$ cat src/rtl/skinny_round_ctrl_if.sv
// rtl/skinny_round_ctrl_if.sv - start request and state-register control bundle of the SKINNY round controller
interface skinny_round_ctrl_if;
  logic       start;
  logic       sel;
  logic       state_en;
  logic       pipe_en;
  logic [5:0] rc;
  logic [5:0] round;
  logic       busy;
  logic       done;

  modport master (
    output start,
    input  sel, state_en, pipe_en, rc, round, busy, done
  );

  modport slave (
    input  start,
    output sel, state_en, pipe_en, rc, round, busy, done
  );
endinterface

$ cat src/rtl/skinny_round_ctrl.sv
// rtl/skinny_round_ctrl.sv - load/round sequencer, round index and 6-bit round-constant LFSR for the pipelined masked SKINNY core
module skinny_round_ctrl #(
  parameter int NUM_ROUNDS = 40,
  parameter int STAGES     = 4
) (
  input  logic               clk,
  input  logic               rst,
  skinny_round_ctrl_if.slave bus
);

  localparam int              SW         = (STAGES > 1) ? $clog2(STAGES) : 1;
  localparam logic [SW-1:0]   STG_LAST   = SW'(STAGES - 1);
  localparam logic [5:0]      ROUND_LAST = 6'(NUM_ROUNDS);

  typedef enum logic [1:0] {IDLE, LOAD, RUN, DONE} state_t;

  state_t        state, state_d;
  logic [SW-1:0] stg, stg_d;
  logic [5:0]    round_q, round_d;
  logic [5:0]    rc_q, rc_d;
  logic          stg_last;

  logic sel_o, state_en_o, pipe_en_o, busy_o, done_o;

  assign stg_last = (stg == STG_LAST);

  always_ff @(posedge clk) begin
    if (rst) begin
      state   <= IDLE;
      stg     <= '0;
      round_q <= '0;
      rc_q    <= '0;
    end else begin
      state   <= state_d;
      stg     <= stg_d;
      round_q <= round_d;
      rc_q    <= rc_d;
    end
  end

  always_comb begin
    state_d    = state;
    stg_d      = stg;
    round_d    = round_q;
    rc_d       = rc_q;
    sel_o      = 1'b1;
    state_en_o = 1'b0;
    pipe_en_o  = 1'b0;
    busy_o     = 1'b0;
    done_o     = 1'b0;
    case (state)
      IDLE: begin
        if (bus.start) state_d = LOAD;
      end
      LOAD: begin
        sel_o      = 1'b0;
        state_en_o = 1'b1;
        busy_o     = 1'b1;
        state_d    = RUN;
        stg_d      = '0;
        round_d    = 6'd1;
        rc_d       = 6'h01;
      end
      RUN: begin
        pipe_en_o  = 1'b1;
        busy_o     = 1'b1;
        state_en_o = stg_last;
        if (stg_last) begin
          stg_d = '0;
          // Last round: index and constant stay visible through DONE.
          if (round_q == ROUND_LAST) begin
            state_d = DONE;
          end else begin
            round_d = round_q + 6'd1;
            rc_d    = {rc_q[4:0], ~(rc_q[5] ^ rc_q[4])};
          end
        end else begin
          stg_d = stg + 1'b1;
        end
      end
      DONE: begin
        done_o  = 1'b1;
        busy_o  = 1'b1;
        state_d = IDLE;
        round_d = '0;
        rc_d    = '0;
      end
      default: state_d = IDLE;
    endcase
  end

  assign bus.sel      = sel_o;
  assign bus.state_en = state_en_o;
  assign bus.pipe_en  = pipe_en_o;
  assign bus.busy     = busy_o;
  assign bus.done     = done_o;
  assign bus.round    = round_q;
  assign bus.rc       = rc_q;

endmodule
$ cat src/flat_wrapper.sv
// flat-port wrapper written by rule: the top's interface ports become plain ports
module skinny_round_ctrl_flat 
#(
  parameter int NUM_ROUNDS = 40,
  parameter int STAGES     = 4
)
  (clk, rst, bus_start, bus_sel, bus_state_en, bus_pipe_en, bus_rc, bus_round, bus_busy, bus_done);
  skinny_round_ctrl_if bus_i ();
  input  logic clk;
  input  logic rst;
  input wire logic [$bits(bus_i.start)-1:0] bus_start;
  output wire logic [$bits(bus_i.sel)-1:0] bus_sel;
  output wire logic [$bits(bus_i.state_en)-1:0] bus_state_en;
  output wire logic [$bits(bus_i.pipe_en)-1:0] bus_pipe_en;
  output wire logic [$bits(bus_i.rc)-1:0] bus_rc;
  output wire logic [$bits(bus_i.round)-1:0] bus_round;
  output wire logic [$bits(bus_i.busy)-1:0] bus_busy;
  output wire logic [$bits(bus_i.done)-1:0] bus_done;
  assign bus_i.start = bus_start;
  assign bus_sel = bus_i.sel;
  assign bus_state_en = bus_i.state_en;
  assign bus_pipe_en = bus_i.pipe_en;
  assign bus_rc = bus_i.rc;
  assign bus_round = bus_i.round;
  assign bus_busy = bus_i.busy;
  assign bus_done = bus_i.done;
  skinny_round_ctrl #(.NUM_ROUNDS(NUM_ROUNDS), .STAGES(STAGES)) u_core (.clk(clk), .rst(rst), .bus(bus_i));
endmodule
$ cat config.mk
export PLATFORM = sky130hd
export DESIGN_NAME = skinny_round_ctrl_flat
export DESIGN_NICKNAME = d
export VERILOG_FILES = /design/src/rtl/skinny_round_ctrl_if.sv /design/src/rtl/skinny_round_ctrl.sv /design/src/flat_wrapper.sv
export SDC_FILE = /design/constraint.sdc
export NUM_CORES = 1
export LEC_CHECK = 0
export ABC_CLOCK_PERIOD_IN_PS = 2250
export CORE_ASPECT_RATIO = 0.75
export CORE_MARGIN = 2
export CORE_UTILIZATION = 40
export DETAILED_ROUTE_END_ITERATION = 10
export PLACE_DENSITY = 0.66
export SYNTH_ARGS = -nofsm -noshare
export SYNTH_HDL_FRONTEND = slang
export SYNTH_SLANG_ARGS = --single-unit
$ cat constraint.sdc
create_clock -name clk -period 2.25 [get_ports clk]
set_input_delay 0.225 -clock clk [delete_from_list [all_inputs] [get_ports clk]]
set_output_delay 0.225 -clock clk [all_outputs]
set_load 0.05 [all_outputs]
==> results_dict.tcl <==
set metrics [dict create \
    grt_pass1_vias 681 \
    status "finished, final reports clean" \
    skew_ns 0.00962 \
    cp.arrival_ns 1.80 \
    grt-ovfl-total 0 \
    cp_max_fo 4 \
    ctsLongestPathBuffers 2 \
    fin_nets 129 \
    grt_antenna_before_repair 0 \
    fin_crit_ns 2.03 \
    grtUsageTotal_pct 15.8 \
    clk_pin_slew_ns 0.09 \
    tns_ns 0 \
    reg2reg_depth 6 \
    slowest_delay_ns 0.79 \
    synth_fp_nets 110 \
    yosys_warnings 0 \
    worstSetupEndpointType "output port" \
    drtIter0Drc 25 \
    reg2reg_from "u_core.state[0]" \
    synth_top_family_by_area "simple AND/OR/NAND/NOR gates" \
    synth_compound_area_share_pct 21.6 \
    grt_max_degree 19 \
    synth_flop_cell "dfxtp_1" \
    cp-start-kind "register" \
    synthTopCellsByArea "dfxtp_1, ha_1, a22oi_1, nor2_1, nand2b_1" \
    dr.pass1.iters 6 \
    synth_area_per_cell_um2 8.82 \
    clkLatencyLatePin_ns 0.30 \
    grt_pass1_wl_um 3090 \
    die_h_um 44.7 \
    p_leak_nw 0.433 \
    ys_seq_area_share_pct 36.3 \
    whs_ns 0.493 \
    cts_root_buf "clkbuf_4" \
    critical-path-slowest-cell "clkdlybuf4s50_1" \
    htreeDepth 1 \
    hold_violations 0 \
    slew_viol_final 0 \
    rows 14 \
    worstMarginPinSlew_ns 0.664 \
    critPathTopFamily "buffers and inverters" \
    vias_per_cell 5.37 \
    ant_nets 0 \
    setup.reg_to_reg.worst_slack_ns 0.37 \
    powerDensity_nw_per_um2 1160 \
    yosysTopAreaCell "dfxtp_1" \
    critical_path.reg2reg.endpoint "u_core.bus.rc[0]" \
    finalCritPeriodShare_pct 90.1 \
    maxCapViolations 0 \
    finalSetupViolations 0 \
    cts_buffers 3 \
    core-area_um2 2050 \
    startpoint "u_core.state[1]" \
    cp_cell_sequence "inv_1, ha_1, inv_1, clkdlybuf4s50_1" \
    path_class "register to output port" \
    fmax_mhz 494 \
    dieArea_um2 2600 \
    drive_gt1_share_pct 11.9 \
    synth-xor-area-share_pct 0.993 \
    crit_cells 4 \
    hold_depth 2 \
    ys_ff_latch 16 \
    synth.top_cell.area_share_pct 36.3 \
    synth-simple-area-share_pct 23.5 \
    port_buffers 19 \
    max-vdd-ir-drop_mv 0.996 \
    final_cell_mix "clkdlybuf4s50_1, dfxtp_1, nor2_1, a22oi_1, ha_1" \
    num_vias 762 \
    wl_um 1770 \
    synth_fa_ha_area_share_pct 9.93 \
    required_ns 2.03 \
    dpl.hpwl_um 1260 \
    hold_path.class "register to register" \
    pin_count 20 \
    gp_congestion 0.763 \
    postCtsSetupBuffers 0 \
    hold_buffers 0 \
    netlist_area_um2 882 \
    cts_tree "done" \
    synth_cell_types 34 \
    crit_buf_inv 3 \
    synthArstFlopShare_pct 0 \
    wl_per_cell_um 12.4 \
    die_x_um 58.2 \
    synthMuxAreaShare_pct 1.13 \
    netlist_instances 100 \
    synthToLayoutAreaGrowth_pct 26.4 \
    post-route-drc-count 0 \
    relSlewSlack_pct 55.6 \
    diodes 0 \
    crit_top_cell "inv_1" \
    endpoint "bus_sel" \
    synth_edf_count 0 \
    cts.sinks 16 \
    initial_core_util_pct 43.0 \
    rsz0062_at_grt "no" \
]
[cell families (layout without fill, tap and decap cells)]
| kind of cell | count (synthesis) | after routing |
|---|---|---|
| XOR/XNOR | 1 | 1 |
| buffers and inverters | 13 | 31 |
| adder cells (fa/ha/maj) | 7 | 7 |
| AO/OA/AOI/OAI | 25 | 25 |
| multiplexers | 1 | 1 |
| AND/OR/NAND/NOR | 37 | 37 |
| flip-flops | 16 | 16 |
[flip-flops by register name (all words and copies together), names as in the netlist]
signal	flops
u_core.state	2
u_core.stg	2
u_core.bus.rc	6
u_core.bus.round	6
[report_power, final]
part / switching, mW / total, mW / internal [mW]
Sequential: 0.0447 / 0.365 / 0.320
Clock: 0.0960 / 0.195 / 0.0987
Combinational: 0.453 / 0.733 / 0.280
[Yosys cell counts (2+ instances only)]
cell type / instances
dfxtp_1: 16
nor2_1: 12
a22oi_1: 7
ha_1: 7
inv_1: 6
a21oi_1: 5
nand2b_1: 5
nand3_1: 4
a21o_1: 3
clkbuf_1: 3
nor2b_1: 3
nor3_1: 3
a211oi_2: 2
nand2_1: 2
nand3b_1: 2
nand4_1: 2
[tightest hold or removal path, stage by stage, from the launching register on]
cell and delay, ns:
dfxtp_1 0.33, nand2b_1 0.07, a21oi_1 0.05
[through the flow]
step	util (%)	instance area, um2	setup WS, ns	cells	total power [mW]
after floorplan	-	885	0.196	100	0.952
after global routing	54.4	1110	0.140	142	1.37
final	54.4	1110	0.224	142	1.29
after CTS	54.3	1110	0.0589	142	1.30
after global placement	52.5	1080	0.431	138	1.10
after detailed placement	52.5	1080	0.381	138	1.10
[metal layers]
metal	share of wire, %	wire length, um	vias up	track usage (%)
li1	-	-	389	-
met5	0	0	-	0
met1	54	961	352	22.1
met4	0.34	6	0	4.19
met3	5.3	94	2	6.14
met2	40	704	19	22.7
[cell type report]
type,instances,area [um2]
tap,24,30.0
clock buffer,4,36.3
multi-input combinational,71,507
inverter,7,26.3
sequential,16,320
timing repair buffer,20,195
fill,182,935
[worst min path at each step]
| stage | startpoint | slack [ns] | endpoint |
|---|---|---|---|
| after global routing | u_core.stg[0] | 0.52 | u_core.stg[0] |
| after floorplan | u_core.stg[1] | 0.45 | u_core.stg[1] |
| after detailed placement | u_core.stg[1] | 0.48 | u_core.stg[1] |
| final | u_core.stg[1] | 0.49 | u_core.stg[1] |
| after CTS | u_core.stg[1] | 0.49 | u_core.stg[1] |
| after global placement | u_core.stg[1] | 0.46 | u_core.stg[1] |
[what timing repair did]
| action | CTS | global route |
|---|---|---|
| resized for setup | 0 | 1 |
| setup endpoints to repair | 0 | 1 |
| endpoints found under the hold margin | 0 | 0 |
Power figures use the tool's default switching activity.
